## src/rtl/bus_pkg.sv

```systemverilog
// Shared definitions for the system-bus initiator bridge.
//   - FSM state encodings: IDLE / BUSY / WAIT_FOR_STALL
//   - Bus widths: data 32, address 32, select 16 (only 8 slaves populated)
//   - Address map: bit 31 set = unmapped, bits 30:28 = slave index
//   - Default ack timeout (used only when BUS_TIMEOUT_EN is defined)
package bus_pkg;

  localparam int unsigned WB_DataBus   = 32;
  localparam int unsigned WB_AddrBus   = 32;
  localparam int unsigned WB_SelectBus = 16;

  localparam int unsigned SLAVE_IDX_HI = 30;
  localparam int unsigned SLAVE_IDX_LO = 28;
  localparam int unsigned UNMAPPED_BIT = 31;

  localparam int unsigned DEF_TIMEOUT_CYCLES = 255;

  typedef enum logic [1:0] {
    IDLE           = 2'd0,
    BUSY           = 2'd1,
    WAIT_FOR_STALL = 2'd2
  } bus_state_e;

endpackage

```

## src/rtl/bus_addr_decode.sv

```systemverilog
// Combinational slave decoder.
// Ports:
//   addr_i      byte address from the CPU
//   sel_o       one-hot slave select (bits 15:8 always 0); all-zero if unmapped
//   unmapped_o  1 when addr_i[31] is set
module bus_addr_decode
  import bus_pkg::*;
(
  input  logic [WB_AddrBus-1:0]   addr_i,
  output logic [WB_SelectBus-1:0] sel_o,
  output logic                    unmapped_o
);

  // Only the top nibble participates in decoding.
  logic unused_addr_bits;
  assign unused_addr_bits = ^addr_i[SLAVE_IDX_LO-1:0];

  always_comb begin
    unmapped_o = addr_i[UNMAPPED_BIT];
    sel_o      = '0;
    if (!unmapped_o) begin
      sel_o = {{(WB_SelectBus-1){1'b0}}, 1'b1} << addr_i[SLAVE_IDX_HI:SLAVE_IDX_LO];
    end
  end

endmodule

```

## src/rtl/bus_master_if.sv

```systemverilog
// Initiator bridge from one CPU memory port to the eight-slave system bus.
// One CPU request becomes one registered bus transaction; the pipeline is
// stalled until the slave acks, and the returned data is held in rd_buf while
// the pipeline stays frozen by other stall sources.
//
// Optional feature: define BUS_TIMEOUT_EN to abort a transaction with data 0
// and a one-cycle bus_err_o pulse after TIMEOUT_CYCLES un-acked BUSY cycles.
//
// Ports:
//   clk, rst            clock, synchronous active-low reset
//   cpu_ce_i/we_i       CPU request valid / write
//   cpu_addr_i/data_i   CPU address / write data
//   cpu_data_o          read data to CPU (combinational on ack)
//   stall_req_o         pipeline stall request (combinational)
//   stall_i, flush_i    pipeline frozen / pipeline flush
//   bus_err_o           timeout error pulse
//   m_addr_o/data_o/we_o/select_o  registered bus outputs
//   m_data_i, m_ack_i   bus read data / ack
module bus_master_if
  import bus_pkg::*;
#(
  parameter int unsigned TIMEOUT_CYCLES = DEF_TIMEOUT_CYCLES
) (
  input  logic                    clk,
  input  logic                    rst,
  input  logic                    cpu_ce_i,
  input  logic                    cpu_we_i,
  input  logic [WB_AddrBus-1:0]   cpu_addr_i,
  input  logic [WB_DataBus-1:0]   cpu_data_i,
  output logic [WB_DataBus-1:0]   cpu_data_o,
  output logic                    stall_req_o,
  input  logic                    stall_i,
  input  logic                    flush_i,
  output logic                    bus_err_o,
  output logic [WB_AddrBus-1:0]   m_addr_o,
  output logic [WB_DataBus-1:0]   m_data_o,
  output logic                    m_we_o,
  output logic [WB_SelectBus-1:0] m_select_o,
  input  logic [WB_DataBus-1:0]   m_data_i,
  input  logic                    m_ack_i
);

  bus_state_e state_q, state_d;

  logic [WB_AddrBus-1:0]   addr_q, addr_d;
  logic [WB_DataBus-1:0]   wdata_q, wdata_d;
  logic [WB_DataBus-1:0]   rd_buf_q, rd_buf_d;
  logic                    we_q, we_d;
  logic [WB_SelectBus-1:0] sel_q, sel_d;
  logic                    unmapped_q, unmapped_d;

  logic [WB_SelectBus-1:0] dec_sel;
  logic                    dec_unmapped;

  logic                  accept;
  logic                  ack_hit;
  logic                  timeout_hit;
  logic                  done;
  logic [WB_DataBus-1:0] resp_data;

  bus_addr_decode u_decode (
    .addr_i     (cpu_addr_i),
    .sel_o      (dec_sel),
    .unmapped_o (dec_unmapped)
  );

  assign accept  = (state_q == IDLE) && cpu_ce_i && !flush_i;
  // A slave ack is meaningless for an unmapped access; nobody was selected.
  assign ack_hit = (state_q == BUSY) && m_ack_i && !unmapped_q;
  assign done    = (state_q == BUSY) && (m_ack_i || unmapped_q || timeout_hit);

  // Only an acked read returns bus data; writes, unmapped and timeouts give 0.
  assign resp_data = (ack_hit && !we_q) ? m_data_i : '0;

`ifdef BUS_TIMEOUT_EN
  localparam int unsigned CNT_W =
    ($clog2(TIMEOUT_CYCLES + 1) > 8) ? $clog2(TIMEOUT_CYCLES + 1) : 8;

  logic [CNT_W-1:0] cnt_q, cnt_d;

  // cnt_q counts completed un-acked BUSY cycles, so the Nth such cycle sees N-1.
  assign timeout_hit = (state_q == BUSY) && !m_ack_i && !unmapped_q &&
                       (cnt_q == CNT_W'(TIMEOUT_CYCLES - 1));
  assign bus_err_o   = timeout_hit;

  always_comb begin
    cnt_d = cnt_q;
    if (accept) begin
      cnt_d = '0;
    end else if ((state_q == BUSY) && !m_ack_i) begin
      cnt_d = cnt_q + 1'b1;
    end
  end

  always_ff @(posedge clk) begin
    if (!rst) begin
      cnt_q <= '0;
    end else begin
      cnt_q <= cnt_d;
    end
  end
`else
  logic unused_timeout_param;
  assign unused_timeout_param = ^TIMEOUT_CYCLES;
  assign timeout_hit          = 1'b0;
  assign bus_err_o            = 1'b0;
`endif

  always_comb begin
    state_d     = state_q;
    addr_d      = addr_q;
    wdata_d     = wdata_q;
    we_d        = we_q;
    sel_d       = sel_q;
    unmapped_d  = unmapped_q;
    rd_buf_d    = rd_buf_q;
    stall_req_o = 1'b0;
    cpu_data_o  = '0;

    unique case (state_q)
      IDLE: begin
        stall_req_o = cpu_ce_i && !flush_i;
        if (accept) begin
          addr_d     = cpu_addr_i;
          wdata_d    = cpu_data_i;
          we_d       = cpu_we_i;
          sel_d      = dec_sel;
          unmapped_d = dec_unmapped;
          state_d    = BUSY;
        end
      end

      BUSY: begin
        if (done) begin
          cpu_data_o = flush_i ? '0 : resp_data;
          rd_buf_d   = resp_data;
          sel_d      = '0;
          we_d       = 1'b0;
          state_d    = (stall_i && !flush_i) ? WAIT_FOR_STALL : IDLE;
        end else if (flush_i) begin
          sel_d   = '0;
          we_d    = 1'b0;
          state_d = IDLE;
        end else begin
          stall_req_o = 1'b1;
        end
      end

      WAIT_FOR_STALL: begin
        cpu_data_o = flush_i ? '0 : rd_buf_q;
        if (!stall_i || flush_i) begin
          state_d = IDLE;
        end
      end

      default: begin
        state_d = IDLE;
      end
    endcase
  end

  always_ff @(posedge clk) begin
    if (!rst) begin
      state_q    <= IDLE;
      addr_q     <= '0;
      wdata_q    <= '0;
      we_q       <= 1'b0;
      sel_q      <= '0;
      unmapped_q <= 1'b0;
      rd_buf_q   <= '0;
    end else begin
      state_q    <= state_d;
      addr_q     <= addr_d;
      wdata_q    <= wdata_d;
      we_q       <= we_d;
      sel_q      <= sel_d;
      unmapped_q <= unmapped_d;
      rd_buf_q   <= rd_buf_d;
    end
  end

  assign m_addr_o   = addr_q;
  assign m_data_o   = wdata_q;
  assign m_we_o     = we_q;
  assign m_select_o = sel_q;

endmodule

```

## config.mk

```make
export PLATFORM = sky130hd
export DESIGN_NAME = bus_master_if
export DESIGN_NICKNAME = d
export VERILOG_FILES = /design/src/rtl/bus_pkg.sv /design/src/rtl/bus_addr_decode.sv /design/src/rtl/bus_master_if.sv
export SDC_FILE = /design/constraint.sdc
export NUM_CORES = 1
export LEC_CHECK = 0
export ABC_AREA = 0
export BUFFER_PORTS_ARGS = -buffer_cell sky130_fd_sc_hd__buf_2
export CORE_MARGIN = 2
export CORE_UTILIZATION = 49
export DETAILED_ROUTE_END_ITERATION = 6
export GPL_TIMING_DRIVEN = 0
export PLACE_DENSITY = 0.85
export RECOVER_POWER = 50
export REMOVE_ABC_BUFFERS = 1
export SYNTH_ARGS = -nofsm -noshare
export SYNTH_HDL_FRONTEND = slang
export SYNTH_SLANG_ARGS = --single-unit
export TNS_END_PERCENT = 100
```

## constraint.sdc

```tcl
create_clock -name clk -period 2.4 [get_ports clk]
set_input_delay 0.6 -clock clk [delete_from_list [all_inputs] [get_ports clk]]
set_output_delay 0.6 -clock clk [all_outputs]
set_load 0.02 [all_outputs]
```

# --- Yosys cells after proc, flatten, opt, wreduce, memory -nomap -nowiden ---
# Index checks and enable logic that the tools add are counted.
op_classes:
  add_sub_neg: 0
  n_mul: 0
  div: 0
  n_lt_le_gt_ge: 0
  eq_ne: 5
  shifts: 1
  muxes: 23
  n_bitwise: 0
  reduce_logical: 20
op_table:
  columns: ["cell", "n"]
  rows:
  - ["two-way mux 32 bit", 4]
  - ["two-way mux 16 bit", 4]
  - ["one-hot mux 32 bit (2 select lines)", 1]
  - ["one-hot mux 16 bit (2 select lines)", 1]
  - ["left shift 1 x 3 -> 16 bit, first input constant", 1]
  - ["two-way mux 2 bit", 5]
  - ["logical AND 1 bit", 8]
  - ["one-hot mux 2 bit (3 select lines)", 1]
  - ["AND reduction 3 bit", 2]
  - ["two-way mux 1 bit", 5]
  - ["zero test 1 bit", 4]
  - ["!= test 2 bit, second input constant", 2]
  - ["one-hot mux 1 bit (2 select lines)", 2]
  - ["AND reduction 2 bit", 2]
  - ["!= test 3 bit, second input constant", 1]
  - ["equality test 2 x 1 -> 1 bit, second input constant", 1]
  - ["equality test 2 bit, second input constant", 1]
  - ["zero test 2 bit", 1]
  - ["logical OR 1 bit", 2]
  - ["nonzero test 2 bit", 1]
word_totals:
  register_bits: 116
  latch_bits: 0
  mem_bits_rw: 0
  romBits: 0
  input_bits: 103
  output_inout_bits: 115
  word_cells: 56
  mem_count: 0

# --- Logic depth before layout (Yosys ltp) ---
depth:
  ltp_word: 8
  ltp_mapped: 7
  depth_no_buf: 5

# --- Modules after synthesis ---
# A second synthesis with hierarchy kept.
unflattened:
  cells_unflattened: 615
  area_unflattened_um2: 4868.4
by_module_without_submodules:
  columns: ["mod", "instances", "cells_each", "area_per_inst_um2", "seq_area_each_um2"]
  rows:
  - ["bus_master_if", 1, 597, 4715.8, 2322.2]
  - ["bus_addr_decode", 1, 18, 152.6, 0.0]

# --- Least setup slack after synthesis ---
# OpenSTA, ideal clock, no wires.
synth_path:
  path_type: "register to output"
  startpoint: "register state_q[1]"
  endpoint: "output cpu_data_o[0]"
  arrival_ps: 1517
  required_time_ps: 1800
  setup_slack_ps: 283
  path_stages_with_launch: 8
  n_path_buf: 2
  path_cell_list: "dfxtp_1 inv_1 ha_1 and4bb_1 buf_2 buf_4 nand2_1 a21oi_1"
synth_between:
  elab_chain_len: 8
  word_cells_on_any_way: 10
  cone_classes: "2 x eq/ne; 4 x mux; 4 x reduce/logical"
synth_lines:
  columns: ["element", "line_no", "source"]
  rows:
  - ["start, declared", "bus_master_if.sv:43", "bus_state_e state_q, state_d;"]
  - ["start signal, assigned", "bus_master_if.sv:172", "state_q <= state_d;"]
  - ["equality test 2 x 1 -> 1 bit", "bus_master_if.sv:69, bus_master_if.sv:70, bus_master_if.sv:120", null]
  - ["logical AND 1 bit (2 in series)", "bus_master_if.sv:69", "assign ack_hit = (state_q == BUSY) && m_ack_i && !unmapped_q;"]
  - ["logical AND 1 bit", "bus_master_if.sv:73", "assign resp_data = (ack_hit && !we_q) ? m_data_i : '0;"]
  - ["two-way mux 32 bit", "bus_master_if.sv:73", null]
  - ["two-way mux 32 bit", "bus_master_if.sv:135", "cpu_data_o = flush_i ? '0 : resp_data;"]
  - ["two-way mux 32 bit", "bus_master_if.sv:134", "if (done) begin"]
  - ["one-hot mux 32 bit (2 select lines) (*)", "bus_master_if.sv:120", "unique case (state_q)"]
  - ["end, declared", "bus_master_if.sv:30", "output logic [WB_DataBus-1:0] cpu_data_o,"]
# Mark *: on every way between the ends. The rest lies on a longest branch, timed or not.

# --- Final worst setup path ---
layout_path:
  startpoint: "register state_q[1]"
  endpoint: "output cpu_data_o[30]"
# The elaborated chain is that of the path after synthesis.

==> results.yml <==
synthesis:
  ys_seq_elements: 107
  synth.avg_cell_area_sq_um: 7.75
  yosysSeqAreaShare: 0.486
  yosysWarnings: 0
  synth_cells: 569
  synth_cell_type_count: 31
  synthFlopType: "dfxtp_1"
  syn-cell-area_sq_um: 4410
  async_reset_ff_frac: 0
  synth-edff-count: 0
sta:
  setup_viol: 0
  maxSlewHeadroom: 0.126
  tightest_slew_ns: 1.31
  slew_violations: 0
  max_freq_mhz: 418
  finalCritPeriodShare: 0.997
  fin_crit_ns: 2.39
  hold_violations: 0
  grt_setup_unrepaired: "yes"
  skew_ns: 0.0133
  fin_tns_setup_ns: 0
  holdWs_ns: 0.460
floorplanning:
  die_x_um: 98.9
  die_height_um: 98.9
  io-pin-count: 218
  core_area_sq_um: 8720
  die-area_sq_um: 9780
  start_util: 0.506
  num_rows: 34
pwr:
  intPower_w: 0.00274
  p_sw_w: 0.00128
  powerDensity_nw_per_um2: 691
  power_frac_seq: 0.493
  design_power_total_w: 0.00401
  clkPwrFrac: 0.276
  comb_power_share: 0.231
  leakagePower_nw: 2.28
  p_sw_frac: 0.318
  vdd_ir_drop_max_mv: 0.533
critical_path:
  path_buf_inv: 3
  cp.required_ns: 1.80
  worst-r2r-setup-slack_ns: 0.33
  critPathKind: "reg -> out"
  crit_chain: "inv_4 > buf_4 > ha_4 > nand2b_4 > a21oi_1 > buf_2"
  slowest_delay_ns: 0.38
  slowest_stage: "dfxtp_4"
  worstPathArrival_ns: 1.79
  cp-start-kind: "register"
  worstPathMaxFanout: 16
  cp_top_family: "flip-flops"
  end_kind: "output port"
cells_and_area:
  drive_gt1_frac: 0.258
  final_common_cell: "nand2_1"
  design_area_sq_um: 5810
  area_growth_pct: 31.7
  stdcell_count: 875
  final_cell_mix: "nand2_1 (228), buf_2 (127), dfxtp_1 (105)"
  num_antenna_cells: 0
  nFillCells: 733
  nets: 869
global_routing:
  overflow: 0
  grt_pass1_wl_um: 19200
  grt_max_degree: 62
  antenna_found_initial: 0
  grtUsageTotal: 0.238
  grt_pass1_vias: 4233
clock_tree:
  htreeDepth: 3
  cts-root-buf: "clkbuf_8"
  cts_sinks: 107
  clock_path_buffers: 2
  clock_latency_ns: 0.36
  cts_made_buffers: 9
  cts_tree: "yes"
  clk_pin_slew_worst_paths_ns: 0.11
detailed_routing:
  routedWlPerCell_um: 14.1
  routed_via_density: 5.16
  antenna_left: 0
  wirelength_um: 12300
  drtPass1Iterations: 5
  num_vias: 4519
  drt_iter0_drc: 259
  drcViolationCount: 0
hold_path:
  hold_path.class: "in -> reg"
placed_design:
  hpwl_um: 8020
  port_buffers: 208
  place_congestion: 0.836
  placedCellCount: 846
  placed_cell_area_sq_um: 5410
outcome:
  status: "completed"
job:
  max-cap-violations: 0
flip-flops by register name (all words and copies together), names as in the netlist:
| signal | cells |
|---|---|
| m_data_o | 32 |
| m_addr_o | 32 |
| rd_buf_q | 32 |
| m_select_o | 8 |
| state_q | 2 |
| m_we_o | 1 |
layout make-up:
cell class              count  area (sq um)  area share
inverters                   3          18.8     0.00323
clock buffers              10           128      0.0220
multi-input cells         420          2180       0.375
clock inverters             6          71.3      0.0123
repair buffers            221          1130       0.195
flip-flops and latches    107          2150       0.369
well taps                 108           135      0.0233
power by group through the flow:
stage / registers, W / clock network, W / logic (W)
2_1_floorplan: 0.00210 / 0 / 0.000407
3_3_place_gp: 0.00200 / 0 / 0.000780
3_5_place_dp: 0.00201 / 0 / 0.000823
4_1_cts: 0.00198 / 0.00113 / 0.000916
5_1_grt: 0.00199 / 0.00120 / 0.00101
6_report: 0.00198 / 0.00111 / 0.000927
worst min-delay path, stage by stage:
cell     delay [ns]
buf_2          0.09
nand2_1        0.04
a21oi_1        0.05
stage by stage:
step | worst slack [ns] | util
after floorplan | -0.348 | -
after global placement | -1.16 | 0.612
after detailed placement | -0.503 | 0.621
after CTS | 0.0160 | 0.661
after global routing | -0.0617 | 0.666
final | 0.00721 | 0.666
final timing paths:
path                                      from        endpoint  cells after the start
worst max-delay path                state_q[1]  cpu_data_o[30]                      6
worst min register to register    rd_buf_q[14]    rd_buf_q[14]                      2
worst min-delay path            cpu_addr_i[20]    m_addr_o[20]                      3
worst max register to register      state_q[1]    m_addr_o[18]                      9
layer usage:
| metal | up-vias | wire [um] | GRT usage |
|---|---|---|---|
| met2 | 169 | 6220 | 0.410 |
| met5 | - | 0 | 0 |
| met1 | 2106 | 4990 | 0.275 |
| met3 | 22 | 877 | 0.0674 |
| met4 | 0 | 235 | 0.100 |
| li1 | 2222 | - | - |
cells in the mapped netlist (all sizes together) (2+ instances only):
library cell	instances	area (sq um)
buf	30	199
nor2	2	7.51
a21oi	92	460
nand3	6	30.0
nand4	2	12.5
nand3b	2	15.0
inv	2	7.51
nor2b	3	18.8
clkbuf	21	78.8
nand2	236	886
ha	4	50.1
nand2b	2	12.5
a21boi	36	270
dfxtp	107	2140
mux2i	10	100
cells by family after synthesis:
kind of cell / count (synthesis) / share of synthesized area
AND/OR/NAND/NOR: 260 / 0.239
AO/OA/AOI/OAI: 133 / 0.175
flip-flops: 107 / 0.486
buffers and inverters: 54 / 0.0655
multiplexers: 10 / 0.0227
adder cells (fa/ha/maj): 4 / 0.0113
other: 1 / 0.000850
repair_timing:
| item | 4_1_cts | 5_1_grt |
|---|---|---|
| pin swaps | 3 | 5 |
| hold buffers | 0 | 0 |
| gates cloned | 4 | 0 |
| gates resized for setup | 22 | 28 |
| buffers inserted | 4 | 5 |
| setup endpoints to repair | 34 | 33 |
(Power assumes the default switching activity.)
